`config.mk`:
```
export PLATFORM = sky130hd
export DESIGN_NAME = sata_tx_align_sched
export DESIGN_NICKNAME = d
export VERILOG_FILES = /design/src/rtl/sata_tx_align_sched.sv
export SDC_FILE = /design/constraint.sdc
export NUM_CORES = 1
export LEC_CHECK = 0
export CORE_AREA = 5 5 71 67
export CTS_CLUSTER_DIAMETER = 40
export DETAILED_ROUTE_END_ITERATION = 10
export DIE_AREA = 0 0 76 72
export PLACE_DENSITY = 0.81
export SETUP_SLACK_MARGIN = 0.3
export SLEW_MARGIN = 20
export SYNTH_ARGS = -nofsm -noshare
export SYNTH_HDL_FRONTEND = slang
export SYNTH_SLANG_ARGS = --single-unit
```
`constraint.sdc`:
```
create_clock -name clk -period 1.95 [get_ports clk]
set_input_delay 0.39 -clock clk [delete_from_list [all_inputs] [get_ports clk]]
set_output_delay 0.39 -clock clk [all_outputs]
set_load 0.01 [all_outputs]
```
`src/rtl/sata_tx_align_sched.sv`:
```
// sata_tx_align_sched: schedules link dwords, ALIGNP bursts and SYNCP fill onto a 16-bit GTX TX datapath.
// Every decision is taken on the first word of a dword, so a dword is never split.
module sata_tx_align_sched #(
    parameter int ALIGN_PERIOD = 256,
    parameter int ALIGN_COUNT  = 2,
    parameter int CNT_W        = 9
) (
    input  logic        clk,
    input  logic        rst,
    input  logic        enable,
    input  logic        force_align,
    input  logic [15:0] link_data,
    input  logic [1:0]  link_charisk,
    input  logic        link_valid,
    output logic        link_ready,
    output logic [15:0] tx_data,
    output logic [1:0]  tx_charisk,
    output logic        tx_lword,
    output logic        align_active,
    output logic        underrun_err
);
    localparam int KW = $clog2(ALIGN_COUNT + 1);

    typedef enum logic [1:0] {DIS, ALN, DAT, SYN} state_t;

    state_t            state, cur;
    logic              phase, pending, due, kdone, pass0, is_align;
    logic [CNT_W-1:0]  cnt;
    logic [KW-1:0]     k;
    logic [15:0]       data_n;
    logic [1:0]        charisk_n;

    assign due      = pending | (cnt == CNT_W'(ALIGN_PERIOD));
    assign kdone    = k == KW'(ALIGN_COUNT);
    assign is_align = (cur == ALN) | (cur == DIS);

    // cur is the kind of the dword being emitted this cycle; it only changes on the first word
    always_comb begin
        cur   = state;
        pass0 = 1'b0;
        if (!phase) begin
            if (state == ALN && !kdone)
                cur = ALN;
            else if (!enable)
                cur = DIS;
            else if (state == DIS || due)
                cur = ALN;
            else begin
                pass0 = 1'b1;
                cur   = link_valid ? DAT : SYN;
            end
        end
        link_ready = phase ? (state == DAT) : pass0;
        data_n     = phase ? 16'h7B4A : 16'h4ABC;
        charisk_n  = phase ? 2'b00 : 2'b01;
        if (cur == SYN) begin
            data_n    = phase ? 16'hB5B5 : 16'h957C;
            charisk_n = phase ? 2'b00 : 2'b01;
        end else if (cur == DAT) begin
            data_n    = link_valid ? link_data : 16'h0000;
            charisk_n = link_valid ? link_charisk : 2'b00;
        end
    end

    always_ff @(posedge clk or posedge rst) begin
        if (rst) begin
            phase        <= 1'b0;
            state        <= DIS;
            cnt          <= '0;
            pending      <= 1'b0;
            k            <= '0;
            tx_data      <= 16'h4ABC;
            tx_charisk   <= 2'b01;
            tx_lword     <= 1'b0;
            align_active <= 1'b1;
            underrun_err <= 1'b0;
        end else begin
            phase        <= ~phase;
            state        <= cur;
            pending      <= is_align ? 1'b0 : (pending | force_align);
            cnt          <= is_align ? '0 : (!phase && cnt != CNT_W'(ALIGN_PERIOD)) ? cnt + 1'b1 : cnt;
            k            <= (!phase && cur == ALN) ? ((state == ALN && !kdone) ? k + 1'b1 : KW'(1)) : k;
            tx_data      <= data_n;
            tx_charisk   <= charisk_n;
            tx_lword     <= phase;
            align_active <= is_align;
            underrun_err <= phase && cur == DAT && !link_valid;
        end
    end
endmodule
```
* Yosys cells after proc, flatten, opt, wreduce, memory -nomap -nowiden
Cells that the tools add are included.
Word-level totals: register bits after elaboration 36, input port bits 23, output and inout bits 22, logic and storage cells 58
Cells by class: $add $sub $neg 2, equality and inequality tests 8, multiplexer cells 22, bitwise gates (word level) 4, reduce and logical (&&, ||, !) cells 12
Operators with widths (count):
- 16-bit 2-to-1 mux | 3
- 14-bit 2-to-1 mux | 2
- 9-bit 2-to-1 mux | 2
- 2-bit 2-to-1 mux | 8
- 9-bit by 1-bit adder with 9-bit output (second input constant) | 1
- 9-bit equality test (second input constant) | 1
- 9-bit != test (second input constant) | 1
- 2-bit equality test (second input constant) | 4
- 1-bit 2-to-1 mux | 7
- 1-bit logical AND | 5
- 2-bit by 1-bit equality test with 1-bit output (second input constant) | 2
- 2-bit zero test | 2
- 1-bit zero test | 3
- 1-bit bitwise OR | 3
- 2-bit by 1-bit adder with 2-bit output (second input constant) | 1
- 2-bit nonzero test | 1
- 1-bit logical OR | 1
- 1-bit inverter | 1

* Longest topological paths before layout
Gate-level depths: netlist (run 1).
depth in word-level cells 10, depth in mapped cells 8, gate-level depth less buffers 8

* Least setup slack after synthesis (run 1)
No wires, ideal clock.
kind register -> register, start point reg cnt[0], end point reg tx_data[7], setup time 0.084 ns, data arrival time 1.720 ns, required time 1.866 ns, setup slack 0.146 ns, stages on the path, launching flop included 7, buffers on the path 0, clock period less this slack 1.804 ns, path through dfrtp_1 inv_1 ha_1 and4bb_2 a211oi_4 a21oi_1 a311o_1
Between the ends: longest elaborated chain between the ends 10, elaborated cells on any way between the ends 11, those cells by class 3 x eq/ne; 6 x mux; 1 x bitwise; 1 x reduce/logical
Ends and longest elaborated chain:
- start: declaration | RTL line 28 | logic [CNT_W-1:0] cnt;
- start signal: assignment | RTL line 81 | cnt <= is_align ? '0 : (!phase && cnt != CNT_W'(ALIGN_PERIOD)) ? cnt + 1'b1 : cnt;
- 9-bit equality test * | RTL line 33 | assign due = pending | (cnt == CNT_W'(ALIGN_PERIOD));
- 1-bit bitwise OR * | RTL line 33
- 1-bit logical OR * | RTL line 46 | else if (state == DIS || due)
- 2-bit 2-to-1 mux * | RTL line 46
- 2-bit 2-to-1 mux * | RTL line 44 | else if (!enable)
- 2-bit 2-to-1 mux * | RTL line 42 | if (state == ALN && !kdone)
- 2-bit 2-to-1 mux * | RTL line 41 | if (!phase) begin
- 2-bit equality test | RTL line 59 | end else if (cur == DAT) begin
- 16-bit 2-to-1 mux | RTL line 59
- 16-bit 2-to-1 mux * | RTL line 56 | if (cur == SYN) begin
- net data_n[7] | RTL line 30 | logic [15:0] data_n;
- end signal: assignment | RTL line 83 | tx_data <= data_n;
- end: declaration | RTL line 16 | output logic [15:0] tx_data,
The timed path passes the listed nets; every way through them passes the cells marked *. A chain may end at the register's enable or synchronous reset.

* Final worst setup path (run 1)
start point reg cnt[1], end point out link_ready
Between the ends: longest elaborated chain between the ends 7
Ends and longest elaborated chain:
- 9-bit equality test | RTL line 33
- 1-bit bitwise OR | RTL line 33
- 1-bit logical OR | RTL line 46
- 1-bit 2-to-1 mux | RTL line 46
- 1-bit 2-to-1 mux | RTL line 44
- 1-bit 2-to-1 mux | RTL line 42
- 1-bit 2-to-1 mux | RTL line 53 | link_ready = phase ? (state == DAT) : pass0;
- end: declaration | RTL line 15 | output logic link_ready,
Every way passes these cells.

==> run_results.csv, run 1 <==
group,metric,value,unit
global_routing,globalRouteOverflowTotal,0,
clocking,cts_max_level,2,
synth,syn_nets,176,
placed_design,hpwl,2.816,mm
synth,synth_top_flop_cell,"dfrtp_1",
detailed_routing,wl_per_cell,16.22,µm
power,p_leak,1.169,nW
synth,seq_area_frac_synth,57.25,%
timing,fmax,483.6,MHz
timing,hold_viol,0,
final_layout,diodes,0,
global_routing,grt_max_degree,37,
synth,syn_inst,150,
power,total_power,3.148,mW
placed_design,placed_cell_area,2295,µm²
clocking,cts_tree,"yes",
die,die_w,76,µm
timing,post-route-period-util,106.0,%
worst_setup_path,critPathKind,"register to output port",
worst_setup_path,r2r_cells,9,
worst_setup_path,r2r-end,"tx_data[7]",
clocking,insertion_delay,300,ps
worst_setup_path,r2r_slack,-30,ps
clocking,clock_path_buffers,2,
timing,min_period,2068,ps
worst_setup_path,critPathMaxFanout,2,
detailed_routing,drc,0,
die,ios,45,
job,cap_violations,0,
run_status,violations,"negative setup slack",
detailed_routing,ant_nets,0,
die,core-area,3936,µm²
worst_setup_path,worstPathArrival,1680,ps
clocking,cts-buffers-inserted,5,
clocking,cts_root_buf,"clkbuf_8",
die,start_util,40.53,%
global_routing,grtUsageTotal,18.27,%
timing,tightest_slew,463.6,ps
die,std_cell_rows,22,
global_routing,grt_pass1_vias,1621,
synth,syn_avg_cell_area,10.64,µm²
clocking,hold_buffers,0,
worst_setup_path,crit_path_start_kind,"register",
final_layout,utilization,67.42,%
synth,synth_async_sr_flop_share,100.0,%
clocking,clkTransAtPathRegs,70,ps
worst_setup_path,worstReg2RegStart,"cnt[1]",
detailed_routing,vias,1476,
detailed_routing,vias_per_cell,5.125,
run_status,status,"finished, violations left",
power,irDropWorstVdd,0.0005526,V
final_layout,final_area,2654,µm²
die,dieArea,5472,µm²
placed_design,portBuffers,44,
synth,ys_warn_count,0,
detailed_routing,dr.first_iter.drc_count,49,
timing,clock_skew,6.933,ps
timing,slew_headroom,69.09,%
die,dieHeight,72,µm
global_routing,grt_pass1_wl,7.852,mm
power,power.density_cell_area,1186,nW/µm²
clocking,clock_sinks,36,
synth,ys_ff_latch,36,
synth,synth-edff-count,0,
final_layout,fin_cells,288,
final_layout,final_layout_size_suffix_gt1_share,38.75,%
synth,synth_cell_type_count,36,
worst_setup_path,end_kind,"output port",
detailed_routing,drt-total-wl,4.672,mm
global_routing,antenna_found_initial,0,
worst_setup_path,required,1560,ps
synth,syn-cell-area,1595,µm²
hold_path,hp-class,"input pin to async pin",
timing,rsz0062_at_grt,"true",
timing,slew_viol_final,0,
final_layout,syn2layout_area_growth,66.35,%
placed_design,dp_cells,265,
timing,timing.final.ws_setup,-117.9,ps
timing,setup_viol,3,
detailed_routing,dr.pass1.iters,4,
final_layout,final_nets,265,
placed_design,gp_congestion,0.8253,
==> state kept, by name, indices dropped and copies added, names as in the netlist <==
| register | cells |
|---|---|
| k | 2 |
| tx_charisk | 2 |
| align_active | 1 |
| state | 2 |
| tx_data | 16 |
| tx_lword | 1 |
| cnt | 9 |
| phase | 1 |
| pending | 1 |
| underrun_err | 1 |
==> critical path: stages (launching register included) <==
cell      delay, ps
dfrtp_1         370
inv_2            60
ha_4            150
and4bb_2        230
a211o_1         280
o22ai_2         140
buf_2           150
==> Yosys cell counts, drive strengths merged (2+ instances only) <==
cell type | n | area share (%)
dfstp | 10 | 16
nand2 | 30 | 7.1
and3 | 2 | 0.78
xnor2 | 3 | 1.6
buf | 2 | 0.63
nor2 | 16 | 3.9
a21oi | 9 | 3.5
dfrtp | 26 | 41
xor2 | 5 | 2.7
a211oi | 3 | 2.2
a21o | 3 | 1.4
ha | 3 | 2.4
nor2b | 3 | 1.2
nor3b | 3 | 1.4
o21ai | 4 | 1.3
nand3 | 3 | 0.94
nor3 | 3 | 0.94
inv | 7 | 1.6
nand4 | 2 | 0.78
==> cell families after synthesis <==
logic type	share of synthesized area [%]
muxes	0.6275
adders and majority gates	2.353
and+or+nand+nor	20.08
xor gates and xnor gates	4.392
DFF	57.25
AOI/OAI and AO/OA	12.79
buffers and inverters	2.509
==> through the flow <==
stage / setup WS, ps / TNS [ps] / hold slack (ps)
after CTS: -72.26 / -72.26 / 516.4
after floorplan: 171.1 / 0 / 393.4
after detailed placement: -264.5 / -685.2 / 507.0
after global placement: -269.6 / -612.5 / 468.8
after global routing: -152.9 / -474.8 / 546.3
final: -117.9 / -172.2 / 499.2
==> where the power goes <==
| part | internal [mW] | switching (mW) | leakage [nW] | total [mW] |
|---|---|---|---|---|
| registers | 0.983 | 0.0679 | 0.450 | 1.05 |
| clock network | 0.379 | 0.267 | 0.0552 | 0.646 |
| logic | 0.745 | 0.707 | 0.663 | 1.45 |
==> per-layer routing <==
layer	wire (µm)	up-vias	part of all wire [%]	GRT usage (%)
li1	-	682	-	-
met5	0	-	0	0
met4	138	0	3.0	10.67
met1	1980	717	42	20.63
met2	2309	57	49	30.70
met3	243	20	5.2	5.583
==> cell usage in the layout, fill, tap and decap left out, types with 5 or more instances in the layout <==
cell type and n:
dfrtp_1 25, buf_6 5, clkbuf_8 5, xor2_1 5, dlygate4sd2_1 10, nand2_1 28, buf_4 34, dfstp_2 10
nor2_2 7, clkdlybuf4s50_1 33, nor2_1 5
==> what timing repair did <==
action,in CTS,in global routing
cloned,1,0
setup endpoints to repair,43,34
resized for setup,36,20
buffers inserted,13,1
pin swaps,11,6
==> cell type report <==
class,count,area [µm²]
Fill cell,263,1282
Sequential cell,36,914.6
Multi-Input combinational cell,104,775.7
Timing Repair Buffer,85,769.5
Clock buffer,6,72.57
Tap cell,48,60.06
Clock inverter,2,35.03
Inverter,7,26.28
==> how the worst max path moves through the flow <==
stage | endpoint | slack [ps] | from
after floorplan | tx_data[6] | 170 | cnt[0]
after global routing | link_ready | -150 | cnt[1]
after detailed placement | link_ready | -260 | enable
after global placement | link_ready | -270 | enable
final | link_ready | -120 | cnt[1]
after CTS | link_ready | -70 | cnt[1]
(Power assumes the default switching activity.)
==> inputs of run 2 (changes only) <==
- PLACE_DENSITY: 0.81 -> unset
- PLACE_DENSITY_LB_ADDON: unset -> 0.15
==> run_results.csv, run 2 (same netlist as run 1, synthesis figures left out) <==
group,metric,value,unit
die,core-area,3936,µm²
final_layout,largest_reg_flops,16,
timing,tightest_slew,439.4,ps
final_layout,top_regs,"tx_data: 16 flops, cnt: 9 flops",
final_layout,syn2layout_area_growth,68.31,%
clocking,insertion_delay,290,ps
power,internal_power,2.170,mW
final_layout,final_area,2685,µm²
global_routing,grt_pass1_vias,1403,
power,combPwrFrac,47.5,%
timing,clock_skew,5.417,ps
timing,hold_viol,0,
power,clkPwrFrac,19.7,%
global_routing,grt_pass1_wl,6.810,mm
final_layout,final_layout_size_suffix_gt1_share,37.61,%
detailed_routing,dr.pass1.iters,4,
die,dieHeight,72,µm
power,switching_share,32.54,%
worst_setup_path,r2r_slack,-100,ps
power,seq_power_share,32.8,%
detailed_routing,vias,1359,
power,p_leak,1.172,nW
detailed_routing,ant_nets,0,
final_layout,final_nets,259,
detailed_routing,vias_per_cell,4.819,
hold_path,hp-class,"register to register",
placed_design,hpwl,2.845,mm
timing,min_period,2048,ps
clocking,clkTransAtPathRegs,70,ps
detailed_routing,drc,0,
clocking,clock_sinks,36,
timing,slew_headroom,70.70,%
timing,fmax,488.4,MHz
clocking,clock_path_buffers,2,
clocking,cts_tree,"yes",
final_layout,diodes,0,
worst_setup_path,worstPathArrival,2260,ps
power,power.density_cell_area,1198,nW/µm²
run_status,violations,"negative setup slack",
die,dieArea,5472,µm²
placed_design,pre_cts_slack,-242.5,ps
placed_design,gp_congestion,0.8658,
detailed_routing,drt-total-wl,4.267,mm
worst_setup_path,required,2160,ps
worst_setup_path,end_kind,"register",
global_routing,grtUsageTotal,15.73,%
final_layout,layout_common_cells,"clkdlybuf4s50_1 (33), dfrtp_1 (26), nand2_1 (24), buf_4 (22)",
final_layout,final_common_cell,"clkdlybuf4s50_1",
final_layout,utilization,68.21,%
job,cap_violations,0,
worst_setup_path,critPathKind,"register to register",
final_layout,regMostFlops,"tx_data",
die,ios,45,
timing,rsz0062_at_grt,"true",
worst_setup_path,crit_path_start_kind,"register",
clocking,cts-buffers-inserted,5,
detailed_routing,dr.first_iter.drc_count,64,
placed_design,placed_cell_area,2280,µm²
timing,post-route-period-util,105.0,%
power,power.net_switching,1.046,mW
die,start_util,40.53,%
clocking,cts_root_buf,"clkbuf_8",
run_status,status,"finished, violations left",
global_routing,grt_max_degree,37,
clocking,cts_max_level,2,
placed_design,portBuffers,44,
detailed_routing,wl_per_cell,15.13,µm
global_routing,antenna_found_initial,0,
power,irDropWorstVdd,0.0006491,V
timing,slew_viol_final,0,
worst_setup_path,critPathMaxFanout,4,
global_routing,globalRouteOverflowTotal,0,
die,die_w,76,µm
die,std_cell_rows,22,
timing,setup_viol,24,
timing,timing.final.ws_setup,-97.71,ps
run 2: cell count changes in the layout (fill, tap and decap cells not counted), moves of 2 or more:
cell | before | now
buf_4 | 34 | 22
buf_6 | 5 | 10
nor2_2 | 7 | 2
nand2_1 | 28 | 24
nand2_2 | 2 | 5
nor2_1 | 5 | 8
a21oi_1 | 4 | 2
nor2_4 | 4 | 6
run 2: what timing repair did:
action                     in CTS  in global routing
pin swaps                      11                 11
setup endpoints to repair      43                 33
gates cloned                    0                  1
buffers inserted                8                  2
gates resized for setup        31                 37
hold buffers                    0                  0
run 2: metrics by stage:
step / hold WS [ps] / power, mW / std cells / TNS, ps
floorplan: 393.4 / 1.596 / 150 / 0
global placement: 467.4 / 2.139 / 263 / -443.6
detailed placement: 477.3 / 2.166 / 263 / -948.1
CTS: 471.3 / 3.002 / 279 / -94.27
global route: 500.2 / 3.400 / 282 / -2512
finish: 467.3 / 3.216 / 282 / -926.9
run 2: final timing paths:
| kind | startpoint | endpoint | cells past startpoint |
|---|---|---|---|
| worst min register to register | k[0] | k[0] | 1 |
| worst max register to register | cnt[0] | tx_data[7] | 10 |
| max in group asynchronous | rst | align_active | 3 |
| worst min-delay path | k[0] | k[0] | 1 |
| min in group asynchronous | rst | tx_charisk[1] | 3 |
| worst max-delay path | cnt[0] | tx_data[7] | 10 |
run 2: worst max-delay path, stage by stage (launching register included):
cell and delay, ps:
dfrtp_1 370, inv_2 60, ha_4 150, and4bb_2 240
buf_4 140, buf_6 120, a211oi_4 220, buf_6 160
buf_12 100, a21oi_4 70, a311o_1 350
run 2: layout make-up:
cell class	instances	area, µm²
timing repair buffer	79	765.7
clock buffer	6	72.57
inverter	7	33.78
sequential	36	913.4
multi-input combinational	104	804.5
clock inverter	2	35.03
fill	309	1251
tap	48	60.06
run 2: layer usage:
layer	vias up	GRT usage, %	share of wire [%]
met4	0	5.929	1.5
met2	38	25.38	50
met1	644	19.46	43
met3	6	5.583	5.5
met5	-	0	0
li1	671	-	-
run 2: power groups by stage:
stage / Clock (mW) / Sequential, mW / Combinational [mW]
after floorplan: 0 / 1.16 / 0.434
after global placement: 0 / 1.06 / 1.08
after detailed placement: 0 / 1.07 / 1.10
after CTS: 0.653 / 1.05 / 1.30
after global routing: 0.699 / 1.08 / 1.63
final: 0.634 / 1.06 / 1.53
